## config.mk

```make
export PLATFORM = sky130hd
export DESIGN_NAME = sc_mm_mem_ctrl
export DESIGN_NICKNAME = d
export VERILOG_FILES = /design/src/rtl/sc_mm_mem_ctrl.sv
export SDC_FILE = /design/constraint.sdc
export NUM_CORES = 2
export LEC_CHECK = 0
export ABC_AREA = 1
export CAP_MARGIN = 5
export CORE_AREA = 2 2 658 660
export DETAILED_ROUTE_END_ITERATION = 6
export DIE_AREA = 0 0 660 662
export GPL_TIMING_DRIVEN = 1
export PLACE_DENSITY_LB_ADDON = 0.3
export RECOVER_POWER = 25
export SETUP_SLACK_MARGIN = 0.5
export SLEW_MARGIN = 20
export SYNTH_ARGS = -nofsm -noshare
export SYNTH_HDL_FRONTEND = slang
export SYNTH_SLANG_ARGS = --single-unit
```

## constraint.sdc

```tcl
create_clock -name clk -period 4.1 [get_ports clk]
set_input_delay 0.41 -clock clk [delete_from_list [all_inputs] [get_ports clk]]
set_output_delay 0.41 -clock clk [all_outputs]
set_load 0.005 [all_outputs]
```

## src/rtl/sc_mm_mem_ctrl.sv

```systemverilog
// sc_mm_mem_ctrl: memory-side sequencer for a stochastic-computing matrix
// multiply wrapper. A start request loads an M x N input matrix and an O x N
// weight matrix from word memory into packed operand registers, enables the
// wrapper, captures its M x O result and writes it back to memory.
//
// Ports
//   clk, rst            clock (posedge), synchronous active-high reset
//   start               one-cycle run request, accepted only in IDLE
//   in_base/w_base/out_base  base word addresses, sampled on accepted start
//   mem_rd_*            read port; mem_rd_data valid the cycle after mem_rd_en
//   mem_wr_*            write port
//   input_matrix        word k = m*N+n ; weight_matrix word k = o*N+n
//   mm_enable / mm_result / mm_result_valid   wrapper handshake
//   busy                high outside IDLE ; done  one-cycle completion pulse
module sc_mm_mem_ctrl #(
  parameter int BATCH_SIZE       = 4,
  parameter int INPUT_FEATURES   = 4,
  parameter int OUTPUT_FEATURES  = 4,
  parameter int BINARY_PRECISION = 32,
  parameter int ADDR_WIDTH       = 16
) (
  input  logic                                                    clk,
  input  logic                                                    rst,
  input  logic                                                    start,
  input  logic [ADDR_WIDTH-1:0]                                   in_base,
  input  logic [ADDR_WIDTH-1:0]                                   w_base,
  input  logic [ADDR_WIDTH-1:0]                                   out_base,
  output logic                                                    mem_rd_en,
  output logic [ADDR_WIDTH-1:0]                                   mem_rd_addr,
  input  logic [BINARY_PRECISION-1:0]                             mem_rd_data,
  output logic                                                    mem_wr_en,
  output logic [ADDR_WIDTH-1:0]                                   mem_wr_addr,
  output logic [BINARY_PRECISION-1:0]                             mem_wr_data,
  output logic [BINARY_PRECISION*BATCH_SIZE*INPUT_FEATURES-1:0]   input_matrix,
  output logic [BINARY_PRECISION*OUTPUT_FEATURES*INPUT_FEATURES-1:0] weight_matrix,
  output logic                                                    mm_enable,
  input  logic [BINARY_PRECISION*BATCH_SIZE*OUTPUT_FEATURES-1:0]  mm_result,
  input  logic                                                    mm_result_valid,
  output logic                                                    busy,
  output logic                                                    done
);
  localparam int BP        = BINARY_PRECISION;
  localparam int AW        = ADDR_WIDTH;
  localparam int IN_WORDS  = BATCH_SIZE * INPUT_FEATURES;
  localparam int W_WORDS   = OUTPUT_FEATURES * INPUT_FEATURES;
  localparam int OUT_WORDS = BATCH_SIZE * OUTPUT_FEATURES;
  localparam int MAX_A     = (IN_WORDS > W_WORDS) ? IN_WORDS : W_WORDS;
  localparam int MAX_WORDS = (MAX_A > OUT_WORDS) ? MAX_A : OUT_WORDS;
  localparam int KW        = $clog2(MAX_WORDS + 1);

  localparam logic [KW-1:0] IN_LAST  = KW'(IN_WORDS - 1);
  localparam logic [KW-1:0] W_LAST   = KW'(W_WORDS - 1);
  localparam logic [KW-1:0] OUT_LAST = KW'(OUT_WORDS - 1);
  localparam logic [KW-1:0] K_ONE    = KW'(1);
  localparam logic [AW-1:0] A_ONE    = AW'(1);

  typedef enum logic [2:0] {IDLE, RD_IN, RD_W, DRAIN, RUN, WR, DONE} state_t;

  state_t                      state;
  logic [KW-1:0]               k;          // word index of the current read/write
  logic [AW-1:0]               w_base_r;
  logic [AW-1:0]               out_base_r;
  // Read-return tracking: the word arriving on mem_rd_data this cycle
  logic                        cap_vld;
  logic                        cap_w;
  logic [KW-1:0]               cap_k;
  // Result buffer holds the words not yet written; it shifts down one word
  // per write so the next word is always at the bottom.
  logic [BP*OUT_WORDS-1:0]     res_buf;

  always_ff @(posedge clk) begin
    if (rst) begin
      state       <= IDLE;
      k           <= '0;
      w_base_r    <= '0;
      out_base_r  <= '0;
      cap_vld     <= 1'b0;
      cap_w       <= 1'b0;
      cap_k       <= '0;
      res_buf     <= '0;
      mem_rd_en   <= 1'b0;
      mem_rd_addr <= '0;
      mem_wr_en   <= 1'b0;
      mem_wr_addr <= '0;
      mem_wr_data <= '0;
      mm_enable   <= 1'b0;
      busy        <= 1'b0;
      done        <= 1'b0;
    end else begin
      cap_vld <= mem_rd_en;
      cap_w   <= (state == RD_W);
      cap_k   <= k;
      done    <= 1'b0;
      case (state)
        IDLE: if (start) begin
          state       <= RD_IN;
          busy        <= 1'b1;
          mem_rd_en   <= 1'b1;
          mem_rd_addr <= in_base;
          w_base_r    <= w_base;
          out_base_r  <= out_base;
          k           <= '0;
        end
        RD_IN: if (k == IN_LAST) begin
          state       <= RD_W;
          k           <= '0;
          mem_rd_addr <= w_base_r;
        end else begin
          k           <= k + K_ONE;
          mem_rd_addr <= mem_rd_addr + A_ONE;
        end
        RD_W: if (k == W_LAST) begin
          state     <= DRAIN;
          mem_rd_en <= 1'b0;
        end else begin
          k           <= k + K_ONE;
          mem_rd_addr <= mem_rd_addr + A_ONE;
        end
        // Last weight word lands this cycle (captured via cap_vld below)
        DRAIN: begin
          state     <= RUN;
          mm_enable <= 1'b1;
        end
        RUN: if (mm_result_valid) begin
          state       <= WR;
          mm_enable   <= 1'b0;
          res_buf     <= mm_result >> BP;
          mem_wr_en   <= 1'b1;
          mem_wr_addr <= out_base_r;
          mem_wr_data <= mm_result[BP-1:0];
          k           <= '0;
        end
        WR: if (k == OUT_LAST) begin
          state     <= DONE;
          mem_wr_en <= 1'b0;
          done      <= 1'b1;
        end else begin
          k           <= k + K_ONE;
          mem_wr_addr <= mem_wr_addr + A_ONE;
          mem_wr_data <= res_buf[BP-1:0];
          res_buf     <= res_buf >> BP;
        end
        DONE: begin
          state <= IDLE;
          busy  <= 1'b0;
        end
        default: state <= IDLE;
      endcase
    end
  end

  // Operand capture: one register slice per word, loaded when its read returns.
  // Slices keep their value until the next load overwrites them.
  for (genvar g = 0; g < IN_WORDS; g++) begin : g_in
    always_ff @(posedge clk) begin
      if (rst) input_matrix[g*BP +: BP] <= '0;
      else if (cap_vld && !cap_w && cap_k == KW'(g)) input_matrix[g*BP +: BP] <= mem_rd_data;
    end
  end

  for (genvar g = 0; g < W_WORDS; g++) begin : g_w
    always_ff @(posedge clk) begin
      if (rst) weight_matrix[g*BP +: BP] <= '0;
      else if (cap_vld && cap_w && cap_k == KW'(g)) weight_matrix[g*BP +: BP] <= mem_rd_data;
    end
  end

endmodule

```

Yosys cells after proc, flatten, opt, wreduce, memory -nomap -nowiden
Index checks and enable logic that the tools add are counted.
Widths: inputs -> output; s select.
{"block": "classes", "n_addsub": 3, "eq_ne": 30, "mux": 33, "bitwise": 1, "n_reduce_logical": 54}
{"op": "$mux 512", "n": 2}
{"op": "$pmux 512 s2", "n": 1}
{"op": "$mux 16", "n": 5}
{"op": "$mux 32", "n": 2}
{"op": "$pmux 32 s2", "n": 1}
{"op": "$pmux 16 s3", "n": 1}
{"op": "$eq 5x4->1 const B", "n": 9}
{"op": "$logic_and 1x1->1", "n": 34}
{"op": "$add 16x1->16 const B", "n": 2}
{"op": "$pmux 16 s2", "n": 1}
{"op": "$eq 5x3->1 const B", "n": 4}
{"op": "$mux 5", "n": 4}
{"op": "$pmux 5 s4", "n": 1}
{"op": "$pmux 3 s6", "n": 1}
{"op": "$mux 3", "n": 5}
{"op": "$ne 2x2->1 const B", "n": 7}
{"op": "$reduce_and 3->1", "n": 4}
{"op": "$eq 5x2->1 const B", "n": 2}
{"op": "$eq 3x3->1 const B", "n": 3}
{"op": "$pmux 1 s2", "n": 4}
{"op": "$reduce_bool 2->1", "n": 4}
{"op": "$eq 3x2->1 const B", "n": 2}
{"op": "$reduce_and 2->1", "n": 3}
{"op": "$add 5x1->5 const B", "n": 1}
{"op": "13 further kinds", "n": 18}
{"block": "word_totals", "register_bits": 1652, "in_bits": 596, "output_inout_bits": 1093, "wordCells": 169}

Longest topological paths before layout
{"block": "logic_depth", "ltp_word": 4, "ltp_mapped": 13, "ltp_nobuf": 13}

Least setup slack after synthesis
Ideal clock, no wire load.
{"block": "synth_timing", "path_type": "register -> register", "start": "register k[0]", "end": "register mem_rd_addr[4]", "setup_time_ps": 115, "t_arrival_ps": 1683, "required_ps": 3985, "path_slack_ps": 2301, "path_stages_with_launch": 13, "n_path_buf": 1, "synth_period_minus_slack_ps": 1799, "cell_sequence": "dfxtp_1 -> ha_1 -> nand2_1 -> nor2_1 -> ha_1 -> inv_1 -> nand2_1 -> nand2_1 -> buf_2 -> nand3_1 -> nand3_1 -> o21ai_0 -> inv_1"}
{"block": "synth_between", "elab_chain_len": 3, "word_cells_on_any_way": 5, "classes_between": "2 x eq/ne; 2 x mux; 1 x reduce/logical"}
{"item": "start, declared", "line_no": "60", "text": "logic [KW-1:0] k;"}
{"item": "start signal, assigned", "line_no": "109", "text": "k <= k + K_ONE;"}
{"item": "start signal, assigned", "line_no": "116", "text": "k <= k + K_ONE;"}
{"item": "start signal, assigned", "line_no": "138", "text": "k <= k + K_ONE;"}
{"item": "$eq 5x4->1 *", "line_no": "104, 112"}
{"item": "$mux 16 or $ne 2x2->1 (tied branches)"}
{"item": "$pmux 16 s3 or $reduce_and 3->1 (tied branches)"}
{"item": "end signal, assigned", "line_no": "99", "text": "mem_rd_addr <= in_base;"}
{"item": "end signal, assigned", "line_no": "107", "text": "mem_rd_addr <= w_base_r;"}
{"item": "end signal, assigned", "line_no": "117", "text": "mem_rd_addr <= mem_rd_addr + A_ONE;"}
{"item": "end, declared", "line_no": "29", "text": "output logic [ADDR_WIDTH-1:0] mem_rd_addr,"}
Every way passes the cells marked *; elsewhere a longest branch is shown, timed or not.
A chain may end at the register's enable or synchronous reset.

Worst setup path after layout
{"block": "layout_timing", "start": "register cap_k[4]", "end": "register input_matrix[48]"}
{"block": "layout_between", "elab_chain_len": 2}
{"item": "start, declared", "line_no": "66", "text": "logic [KW-1:0] cap_k;"}
{"item": "start signal, assigned", "line_no": "92", "text": "cap_k <= k;"}
{"item": "$eq 5x1->1", "line_no": "157", "text": "else if (cap_vld && !cap_w && cap_k == KW'(g)) input_matrix[g*BP +: BP] <= mem_rd_data;"}
{"item": "$logic_and 1x1->1", "line_no": "157"}
{"item": "end signal, assigned by index", "line_no": "157"}
{"item": "end, declared", "line_no": "34", "text": "output logic [BINARY_PRECISION*BATCH_SIZE*INPUT_FEATURES-1:0] input_matrix,"}
No other way between the ends.

==> run metrics <==
status=finished with violations; violated checks=max-capacitance violations, max-slew violations; Initial Util=between 10% and 20%; post_cts resized=0; antenna-violating nets left=0; pin count of the biggest net entering global routing=190; final setup margin=~0.74 ns; hold slack=~0.13 ns; met2 usage=approximately a quarter; Worst Hold Class=in -> reg; first-pass GRT wire length=approximately 450 mm; Final Hold Violating Endpoints=0; Die Area=between 400,000 and 500,000 um2; drt drc=0; Max-Cap Viols=5; filler cell count=between 40,000 and 50,000; Worst Hold Path EP=weight_matrix[398]; routed len/inst=around 21 um; CP arrival=between 4 and 5 ns; initial antenna violation count=72; placed cells=15,400; H-tree lvl count=4; Finished Layout Cells=between 15,000 and 20,000; final total power=about 42 mW; CP Launch Type=register; reg-to-reg slack, setup=roughly 0.74 ns; Longest Clk Path Bufs=4; leakage=roughly 33 nW; Clock Sinks=1,620; fmax=0.298 GHz; Crit Path Max Fanout=34; origin of the critical flop-to-flop path=cap_k[4]; GRT met3 Usage=under 10%; TritonCTS clock tree=done; RSZ-0062 raised after global routing=no; Pins Over Slew Limit=234; met1 track demand over resource=between 10% and 20%; drt first pass iters=5; Clock Latency Late Sink=0.93 ns; setup bufs post-CTS=0; Post-Syn Area=~63,000 um2; Seq cells post-synth=between 1,500 and 2,000; Area Growth Syn to Fin=46.6%; most frequent cells in the layout=1,620 x dfxtp_1, 1,613 x o21ai_0, 1,289 x clkdlybuf4s50_1; top-area cell type share of the netlist area=roughly half; detailed-route via count=roughly 61,000; Netlist cell types=32; required time of the critical path=about 5 ns; final WL=336 mm; Setup CP Type=reg -> reg; CTS Hold Bufs=24; setup tns final=0 ns; die height=roughly 660 um; Final Setup Violations=0; clk slew on worst S/H paths=0.06 ns; placement row count=241; Sequential cell area=about 32,000 um2; multi-input logic area=23,500 um2; reg2reg path depth=9; final net count=between 10,000 and 15,000; register area share after synthesis=around 51%; crit share post-route=roughly four fifths; area of the core=between 400,000 and 500,000 um2; pwr dens=between 400 and 500 nW/um2; Vias/cell=3.83; Detail Placement HPWL=246 mm; Root Driver=clkbuf_16; slew margin rel.=-57.5%; top cells by area, synth=dfxtp_1 51%, o21ai_0 13%, a21oi_1 9.0%, inv_1 6.7%, nor2_1 6.2%; Final Skew=~0.11 ns; syn_nets=between 9,000 and 10,000; vias in the first global route=approximately 56,000; Crit. End Element=register; total gr overflow=0; Post-Synthesis Cells=between 8,000 and 9,000; Port Buffers=between 1,500 and 2,000; R2R Path End=input_matrix[48]; Hold Startpoint=mem_rd_data[14]; Die Span X=~660 um; Yosys warnings=0; Slew @ Worst Pin=roughly 2.4 ns; top cell type by total area after synthesis=dfxtp_1; Syn Area/Cell=~7.4 um2; GR Util All Layers=between 10% and 20%; RePlAce Congestion=between 0.8 and 0.9; # IOs=between 1,500 and 2,000; TritonCTS Buffers=just under 200; most common cell after layout, fill and taps aside=dfxtp_1; Tmin final=3.36 ns; Top Usage Layer GRT=met2; DR iter-0 viols=between 4,000 and 5,000; share of cells above drive strength 1=around 5.2%; maximum vdd drop=around 0.34 mV; Place WS=approximately 1.2 ns; hold depth=3
state kept, by name (all words and copies together), names as in the netlist, 3 cells and up:
signal         count
cap_k              5
input_matrix     512
k                  5
mem_rd_addr       16
mem_wr_addr       16
mem_wr_data       32
out_base_r        16
res_buf          480
state              3
w_base_r          16
weight_matrix    512
through the flow:
stage / area (um2) / util (%)
finish: 92600 / 21.6
global route: 92600 / 21.5
CTS: 92600 / 21.6
detailed placement: 85800 / 20.0
global placement: 85800 / 20.0
floorplan: 63200 / -
critical path, stage by stage (launching register included):
cell and delay, ns:
dfxtp_1 0.36, inv_1 0.11, nand3_1 0.15, nor2_1 0.21, nand2_1 0.07, buf_4 0.29
inv_1 0.10, clkbuf_1 1.67, nor2_1 0.06, nor2_1 0.17
synthesized netlist by cell type:
cell	count
inv_2	9
buf_1	5
o31ai_1	1
inv_1	1122
clkbuf_1	481
nand4_1	6
nor4_1	1
clkbuf_2	1
dfxtp_1	1620
nor2_2	4
nand2_2	5
nand3_1	71
nor2_4	3
nand2_1	788
xor2_1	2
xnor2_1	1
nor2_1	1044
a21oi_1	1130
o211ai_1	2
o21ai_1	411
o21a_1	1
nor3_2	1
nand3b_1	1
buf_4	33
o21bai_1	1
nand3_2	7
or2_2	2
ha_1	5
buf_2	187
o21ai_0	1613
nor3_1	8
buf_6	5
routing by layer:
layer	up-vias	wire [um]
li1	30300	-
met1	28100	132000
met2	1811	172000
met3	448	19000
met4	8	12900
met5	-	55
area by class of cell:
cell class              count  share of cell area (%)
repair buffers           1878                    20.1
clock buffers             314                    6.53
clock inverters            42                   0.588
multi-input cells        5108                    25.3
diodes                     59                   0.159
well taps                5710                    7.71
inverters                1131                    4.59
flip-flops and latches   1620                    35.0
where the power goes:
group	switching [mW]	internal (mW)
logic	4.30	2.31
clock network	7.52	10.5
registers	0.523	17.0
total	12.3	29.8
worst max-delay path by stage:
stage | from | end | slack (ns) | depth (start not counted)
after floorplan | k[0] | mem_rd_addr[4] | 2.30 | 12
after global placement | cap_k[1] | weight_matrix[462] | 1.28 | 6
after detailed placement | cap_k[1] | weight_matrix[462] | 1.24 | 6
after CTS | mem_wr_addr[7] | mem_wr_addr[7] | 1.21 | 1
after global routing | cap_k[4] | input_matrix[59] | 0.55 | 9
final | cap_k[4] | input_matrix[48] | 0.74 | 9
kinds of logic (layout without fill, tap and decap cells):
| kind of cell | count (synthesis) | in the layout | synth area share (%) |
|---|---|---|---|
| buffers and inverters | 1843 | 3365 | 11.6 |
| adder cells (fa/ha/maj) | 5 | 5 | 0.0990 |
| AND/OR/NAND/NOR | 1941 | 1941 | 11.9 |
| AO/OA/AOI/OAI | 3159 | 3159 | 25.1 |
| other | 0 | 59 | 0 |
| XOR/XNOR | 3 | 3 | 0.0416 |
| flip-flops | 1620 | 1620 | 51.3 |
No activity file was read; power rests on OpenSTA's default activity.
